## src/rtl/stack_mc_ctrl.sv

```systemverilog
// -----------------------------------------------------------------------------
// stack_mc_ctrl
//   Multicycle control FSM for the stack-machine datapath. Decodes the 3-bit
//   IR opcode and sequences the stack pops and pushes, ALU ops, memory accesses
//   and jumps. It waits on a memory ready handshake and tracks stack occupancy
//   internally, so it can catch underflow and overflow. A stack error parks the
//   FSM in a sticky FAULT state until reset. A run input gates instruction fetch.
//
// Ports
//   clk, reset            rising-edge clock, asynchronous active-high reset
//   run                   1 = FETCH may start a new instruction
//   opcode[2:0]           IR opcode (ADD SUB AND NOT PUSH POP JZ JMP)
//   tos[DATA_W-1:0]       current top-of-stack value (JZ zero test)
//   mem_ready             memory completes the current request this cycle
//   mem_req, mem_write    memory request valid / request is a store of tos
//   addr_src              0 = PC address, 1 = IR operand address
//   ir_write, pc_write    load IR / load PC
//   jump                  PC source = IR target
//   mdr_en                load MDR from memory data
//   load_a, load_b        latch popped value into A / B
//   push, pop, stack_src  stack strobes; push source 0 = ALU, 1 = MDR
//   alu_control[1:0]      00 ADD, 01 SUB, 10 AND, 11 NOT
//   stack_count[CNT_W-1:0] current occupancy, 0..DEPTH
//   fault, fault_code[1:0] sticky stack error (01 underflow, 10 overflow)
// -----------------------------------------------------------------------------
module stack_mc_ctrl #(
    parameter int DATA_W = 8,
    parameter int DEPTH  = 8
) (
    input  logic                             clk,
    input  logic                             reset,
    input  logic                             run,
    input  logic [2:0]                       opcode,
    input  logic [DATA_W-1:0]                tos,
    input  logic                             mem_ready,
    output logic                             mem_req,
    output logic                             mem_write,
    output logic                             addr_src,
    output logic                             ir_write,
    output logic                             pc_write,
    output logic                             jump,
    output logic                             mdr_en,
    output logic                             load_a,
    output logic                             load_b,
    output logic                             push,
    output logic                             pop,
    output logic                             stack_src,
    output logic [1:0]                       alu_control,
    output logic [$clog2(DEPTH+1)-1:0]       stack_count,
    output logic                             fault,
    output logic [1:0]                       fault_code
);

    localparam int CNT_W = $clog2(DEPTH + 1);

    typedef enum logic [3:0] {
        S_FETCH,
        S_DECODE,
        S_POPA,
        S_POPB,
        S_EXEC,
        S_LOAD,
        S_PUSHM,
        S_STORE,
        S_JUMP,
        S_FAULT
    } state_t;

    state_t           state;
    state_t           next_state;
    logic [CNT_W-1:0] count_q;
    logic [1:0]       fault_code_q;
    logic [1:0]       fault_code_next;

    // State, occupancy counter and sticky fault code. The counter follows the
    // push/pop strobes, which are already forced low during reset, so a reset
    // mid-instruction drops any stack access that was in flight.
    always_ff @(posedge clk or posedge reset) begin
        if (reset) begin
            state        <= S_FETCH;
            count_q      <= '0;
            fault_code_q <= 2'b00;
        end else begin
            state        <= next_state;
            fault_code_q <= fault_code_next;
            if (push) begin
                count_q <= count_q + CNT_W'(1);
            end else if (pop) begin
                count_q <= count_q - CNT_W'(1);
            end
        end
    end

    // Next-state and control decode. Everything defaults to 0 and stays 0
    // while reset is held, even though the state register already reads FETCH.
    // DECODE checks stack occupancy before committing to any pop or push, so
    // the counter can never wrap past 0 or DEPTH.
    always_comb begin
        next_state      = state;
        fault_code_next = fault_code_q;
        mem_req         = 1'b0;
        mem_write       = 1'b0;
        addr_src        = 1'b0;
        ir_write        = 1'b0;
        pc_write        = 1'b0;
        jump            = 1'b0;
        mdr_en          = 1'b0;
        load_a          = 1'b0;
        load_b          = 1'b0;
        push            = 1'b0;
        pop             = 1'b0;
        stack_src       = 1'b0;
        alu_control     = 2'b00;
        if (!reset) begin
            case (state)
                S_FETCH: begin
                    if (run) begin
                        mem_req = 1'b1;
                        if (mem_ready) begin
                            ir_write   = 1'b1;
                            pc_write   = 1'b1;
                            next_state = S_DECODE;
                        end
                    end
                end
                S_DECODE: begin
                    if ((opcode == 3'b011 || opcode == 3'b101 || opcode == 3'b110)
                            && count_q < CNT_W'(1)) begin
                        next_state      = S_FAULT;
                        fault_code_next = 2'b01;
                    end else if (!opcode[2] && opcode != 3'b011 && count_q < CNT_W'(2)) begin
                        next_state      = S_FAULT;
                        fault_code_next = 2'b01;
                    end else if (opcode == 3'b100 && count_q >= CNT_W'(DEPTH)) begin
                        next_state      = S_FAULT;
                        fault_code_next = 2'b10;
                    end else if (!opcode[2]) begin
                        next_state = S_POPA;
                    end else if (opcode == 3'b100) begin
                        next_state = S_LOAD;
                    end else if (opcode == 3'b101) begin
                        next_state = S_STORE;
                    end else begin
                        next_state = S_JUMP;
                    end
                end
                S_POPA: begin
                    pop        = 1'b1;
                    load_a     = 1'b1;
                    next_state = (opcode == 3'b011) ? S_EXEC : S_POPB;
                end
                S_POPB: begin
                    pop        = 1'b1;
                    load_b     = 1'b1;
                    next_state = S_EXEC;
                end
                S_EXEC: begin
                    push        = 1'b1;
                    alu_control = opcode[1:0];
                    next_state  = S_FETCH;
                end
                S_LOAD: begin
                    mem_req  = 1'b1;
                    addr_src = 1'b1;
                    if (mem_ready) begin
                        mdr_en     = 1'b1;
                        next_state = S_PUSHM;
                    end
                end
                S_PUSHM: begin
                    push       = 1'b1;
                    stack_src  = 1'b1;
                    next_state = S_FETCH;
                end
                S_STORE: begin
                    mem_req   = 1'b1;
                    mem_write = 1'b1;
                    addr_src  = 1'b1;
                    if (mem_ready) begin
                        pop        = 1'b1;
                        next_state = S_FETCH;
                    end
                end
                S_JUMP: begin
                    // JMP always jumps; JZ only when tos is zero. Neither pops.
                    jump       = opcode[0] || (tos == {DATA_W{1'b0}});
                    pc_write   = opcode[0] || (tos == {DATA_W{1'b0}});
                    next_state = S_FETCH;
                end
                S_FAULT: begin
                    next_state = S_FAULT;
                end
                default: begin
                    next_state = S_FETCH;
                end
            endcase
        end
    end

    assign stack_count = count_q;
    assign fault       = (state == S_FAULT);
    assign fault_code  = fault_code_q;

endmodule

```

## config.mk

```make
export PLATFORM = sky130hd
export DESIGN_NAME = stack_mc_ctrl
export DESIGN_NICKNAME = d
export VERILOG_FILES = /design/src/rtl/stack_mc_ctrl.sv
export SDC_FILE = /design/constraint.sdc
export NUM_CORES = 1
export LEC_CHECK = 0
export CORE_UTILIZATION = 39
export DETAILED_ROUTE_END_ITERATION = 6
export PLACE_DENSITY_LB_ADDON = 0.05
export SETUP_SLACK_MARGIN = 0.5
export SLEW_MARGIN = 20
export SYNTH_ARGS = -nofsm -noshare
export SYNTH_HDL_FRONTEND = slang
export SYNTH_SLANG_ARGS = --single-unit
```

## constraint.sdc

```tcl
create_clock -name clk -period 1.7 [get_ports clk]
set_input_delay 0.34 -clock clk [delete_from_list [all_inputs] [get_ports clk]]
set_output_delay 0.34 -clock clk [all_outputs]
set_load 0.005 [all_outputs]
```

==> results by group, run 1 <==
Logic synthesis
  • Syn Area/Cell: 7.93 sq um
  • Top cells by area, synth: dfrtp_1 27%, a21oi_1 4.3%, nor3_1 4.3%, inv_1 3.6%, nand2_1 3.6%
  • Netlist cell types: 50
  • EDFF count, synth: 0
  • Synth Area in Simple Gates: 31.3%
  • Post-Synth Adder-Cell Area: 2.67%
  • Main combinational cell family by area after synthesis: simple AND/OR/NAND/NOR gates
  • Post-Synth XOR/XNOR Area: 3.74%
  • Async SR Flop Fraction: 100%
  • Yosys synthesis warning count: 0
  • Synth Net Count: 135
  • Syn Inst Count: 118
  • Yosys top cell area share: 26.7%
  • Compound-cell area share of the yosys netlist: 27.4%
  • Synth area leader: dfrtp_1
  • Sequential-to-total area share from yosys stat: 26.7%
  • Ys flop type: dfrtp_1
  • Register bit total from synthesis: 10
  • Cell area after synthesis: 936 sq um
  • Post-synthesis mux area share: 0%

Floorplanning
  • # rows: 17
  • Starting Density: 41.9%
  • IO Pins: 36
  • Die width: 51.0 um
  • Vert. Die Dim: 51.0 um

Clock tree
  • Clk buf depth: 2
  • TritonCTS buffer count: 3
  • Hold-fix buffers at CTS: 0
  • Htree depth: 1
  • Clk Tree Root Cell: clkbuf_4
  • Clk sinks: 10

Global routing
  • Largest net degree at the start of global routing: 14

Placement
  • Post-DP HPWL: 2350 um
  • Port bufs: 35
  • RePlAce Congestion: 0.843

Status
  • Error msg: [ERROR DPL-0038] Utilization greater than 100%, impossible to legalize
  • Outcome: stopped before the end
  • Fail Step: 5_1_grt
logic make-up after synthesis:
| logic type | Yosys count |
|---|---|
| flops | 10 |
| compound gates | 35 |
| buf+inv | 16 |
| xor+xnor | 4 |
| fa+ha+maj | 2 |
| simple gates | 51 |
cells in the mapped netlist (2+ instances only):
cell	number
buf_6	2
xor2_1	2
nor3_1	8
dfrtp_1	10
a21o_1	2
clkbuf_1	4
nor4_1	2
o31ai_1	2
a211oi_1	2
nand2_1	9
a21oi_1	8
inv_1	9
nand2b_1	3
nand3_1	4
and3_1	3
nor2_1	8
ha_1	2
and2_1	2
o21ai_0	3
xnor2_1	2
o2111ai_1	2
repair_timing:
action                     CTS
setup buffers               23
gates resized for setup    145
pin swaps                   28
setup endpoints to repair   31
stage by stage:
stage	util, %	area, sq um	setup TNS (ns)	worst slack [ns]	cells
floorplan	-	1000	-0.0286	-0.0174	118
global placement	72.6	1620	-8.73	-0.521	213
detailed placement	72.6	1620	-9.44	-0.616	213
CTS	92.3	2060	-1.04	-0.153	239
==> inputs of run 2 (changes only) <==
--- a/config.mk
+++ b/config.mk
@@ -5,10 +5,10 @@
 export SDC_FILE = /design/constraint.sdc
 export NUM_CORES = 1
 export LEC_CHECK = 0
-export CORE_UTILIZATION = 39
+export CORE_AREA = 2 2 63 65
 export DETAILED_ROUTE_END_ITERATION = 6
-export PLACE_DENSITY_LB_ADDON = 0.05
-export SETUP_SLACK_MARGIN = 0.5
+export DIE_AREA = 0 0 65 67
+export PLACE_DENSITY_LB_ADDON = 0.15
 export SLEW_MARGIN = 20
 export SYNTH_ARGS = -nofsm -noshare
 export SYNTH_HDL_FRONTEND = slang
==> constraint.sdc (replaced) <==
create_clock -name clk -period 2.2 [get_ports clk]
set_input_delay 0.44 -clock clk [delete_from_list [all_inputs] [get_ports clk]]
set_output_delay 0.44 -clock clk [all_outputs]
set_load 0.005 [all_outputs]
==> results by group, run 2 <==
Status
  • Outcome: finished clean

Final layout
  • Fill cells: 362
  • Fraction of layout cells with a size suffix above 1: 31.6%
  • Layout area overhead: 71.5%
  • Area of the multi-input gates: 648 sq um
  • Most frequent cells in the layout: 28 x clkdlybuf4s50_1, 26 x buf_4, 8 x a21oi_1
  • Area taken by flip-flops and latches: 255 sq um
  • Ant diodes: 0
  • Final Cell Area: 0.00161 sq mm
  • Layout Nets: 195
  • Commonest non-fill, non-tap cell in the layout: clkdlybuf4s50_1

Setup path
  • CP Launch Point: opcode[0]
  • Slowest Stage Delay on Critical Path: 0.50 ns
  • Worst Path Required: 1.76 ns
  • CP Max Fanout: 8
  • Stages on the worst setup path: 4
  • Critical Path AT: 1.73 ns
  • CP max stage cell: clkdlybuf4s50_1
  • Crit path cell chain: clkdlybuf4s50_1, buf_4, and3_1, clkdlybuf4s50_1
  • Buffers plus inverters on the worst setup path: 3
  • Delay-heaviest family, CP: buffers and inverters
  • FF-to-FF Start: state[1]
  • FF-to-FF setup slack: 0.38 ns
  • Most frequent CP cell: clkdlybuf4s50_1
  • Reg2Reg Depth: 5
  • Critical path type: in2out
  • CP Capture Type: output port
  • Critical Path Source Type: primary input

STA
  • Clk_skew: 0.00377 ns
  • Final Slew Violations: 0
  • Fin crit share: 98.8%
  • Clock period minus worst slack: 2.17 ns
  • Final setup violating endpoints: 0
  • Fin. Hold Viols: 0
  • Worst slew pin tran: 0.380 ns
  • Rel. slew slack: 74.4%
  • Final setup TNS: 0 ns
  • Max frequency: 0.460 GHz

Min path
  • Hold Crit Depth: 1
  • Hold crit path type: reg2reg
  • HP Start: fault_code[1]

Power and ir drop
  • VDD IR-drop max: 0.000491 V
  • Leakage: 0.730 nW
  • Power Dens Cells: 969 mW/mm^2
  • Post-route total power: 1.55 mW

Logic synthesis
  • Cell area after synthesis: 936 sq um (unchanged)
  • Top post-synthesis cells by count: 10 x dfrtp_1, 9 x inv_1, 9 x nand2_1
  • Syn Area/Cell: 7.93 sq um (unchanged)
  • Cell with the most instances after synthesis: dfrtp_1
  • Sequential-to-total area share from yosys stat: 26.7% (unchanged)
  • Register bit total from synthesis: 10 (unchanged)
  • Async SR Flop Fraction: 100% (unchanged)
  • Syn Inst Count: 118 (unchanged)
  • Netlist cell types: 50 (unchanged)
  • Ys flop type: dfrtp_1
  • Synth area leader: dfrtp_1
  • Yosys synthesis warning count: 0 (unchanged)
  • Top cells by area, synth: dfrtp_1 27%, a21oi_1 4.3%, nor3_1 4.3%, inv_1 3.6%, nand2_1 3.6%
  • Synth Net Count: 135 (unchanged)
  • EDFF count, synth: 0 (unchanged)
  • Yosys top cell area share: 26.7% (unchanged)

Placement
  • RePlAce Congestion: 0.791 (-6.1%)
  • Post-DP HPWL: 2320 um (-1.5%)
  • Post-place instance area: 0.00146 sq mm (-9.9%)
  • Port bufs: 35 (unchanged)

Clock tree
  • Worst-skew pair later-pin latency: 0.24 ns
  • Hold-fix buffers at CTS: 0 (unchanged)
  • Clk Tree Root Cell: clkbuf_8
  • Htree depth: 1 (unchanged)
  • CTS tree: yes
  • TritonCTS buffer count: 3 (unchanged)
  • Clk buf depth: 2 (unchanged)
  • Clock-pin slew on the worst setup and hold paths: 0.05 ns
  • Clk sinks: 10 (unchanged)

Flow run
  • Max Cap Viol: 0

Global routing
  • Global route overflow: 0
  • Vias in the first global route: 1112
  • Initial antenna violation count: 0
  • Global-route wire length before repair: 4950 um
  • GRT Total Usage: 15.0%
  • Largest net degree at the start of global routing: 14

Floorplanning
  • Starting Density: 26.0% (-16 points)
  • IO Pins: 36 (unchanged)
  • Core area: 0.00361 sq mm
  • Vert. Die Dim: 67 um (+31%)
  • Die width: 65 um (+27%)
  • # rows: 22 (+5)
  • Die area: 0.00436 sq mm

Routing
  • First-pass DRT Iterations: 4
  • DR iter-0 viols: 15
  • Post-DRT Antenna Nets: 0
  • WL final: 3020 um
  • Residual DRC: 0
  • Wire per inst: 13.4 um
  • Vias per cell: 4.94
  • Via count: 1112
==> run 2: logic make-up (layout without fill, tap and decap cells) <==
logic type,after synthesis,in the layout,synth area share (%)
AO/OA/AOI/OAI,35,35,27.4
XOR/XNOR,4,4,3.74
adder cells (fa/ha/maj),2,2,2.67
buffers and inverters,16,75,8.15
flip-flops,10,10,26.7
AND/OR/NAND/NOR,51,51,31.3
==> run 2: layer usage <==
metal	up-vias	global-route usage (%)	share of wire (%)
met2	24	27.1	52
li1	554	-	-
met1	528	17.4	44
met4	0	7.45	2.2
met3	6	1.69	2.6
met5	-	0	0
==> run 2: path summary, 6_finish.rpt <==
check / to
max: alu_control[0]
min: fault_code[1]
max reg2reg: fault_code[0]
min reg2reg: fault_code[1]
max in group asynchronous: state[0]
min in group asynchronous: stack_count[0]
==> run 2: power breakdown <==
group | internal (mW) | switching, mW
registers | 0.266 | 0.141
clock network | 0.158 | 0.0758
logic | 0.519 | 0.396
total | 0.942 | 0.612
==> run 2: layout make-up <==
class                           count  share of cell area (%)
Multi-Input combinational cell     92                    40.4
Timing Repair Buffer               62                    34.5
Sequential cell                    10                    15.9
Tap cell                           48                    3.74
Clock buffer                        4                    3.43
Inverter                            9                    2.10
==> run 2: per-stage QoR <==
step	hold WS, ns	setup slack, ns	utilization [%]	instances
after floorplan	0.318	0.483	-	118
after global placement	0.485	-0.239	40.5	215
after detailed placement	0.495	-0.272	40.5	215
after CTS	0.501	0.00214	43.3	224
after global routing	0.511	-0.0118	44.5	225
final	0.499	0.0264	44.5	225
==> run 2: repair_timing <==
item                                    4_1_cts  5_1_grt
buffers inserted                              5        1
pin swaps                                     2        7
resized for setup                            11       19
endpoints found under the setup margin       15       11
Note: power is estimated with default switching activity, not from simulation.
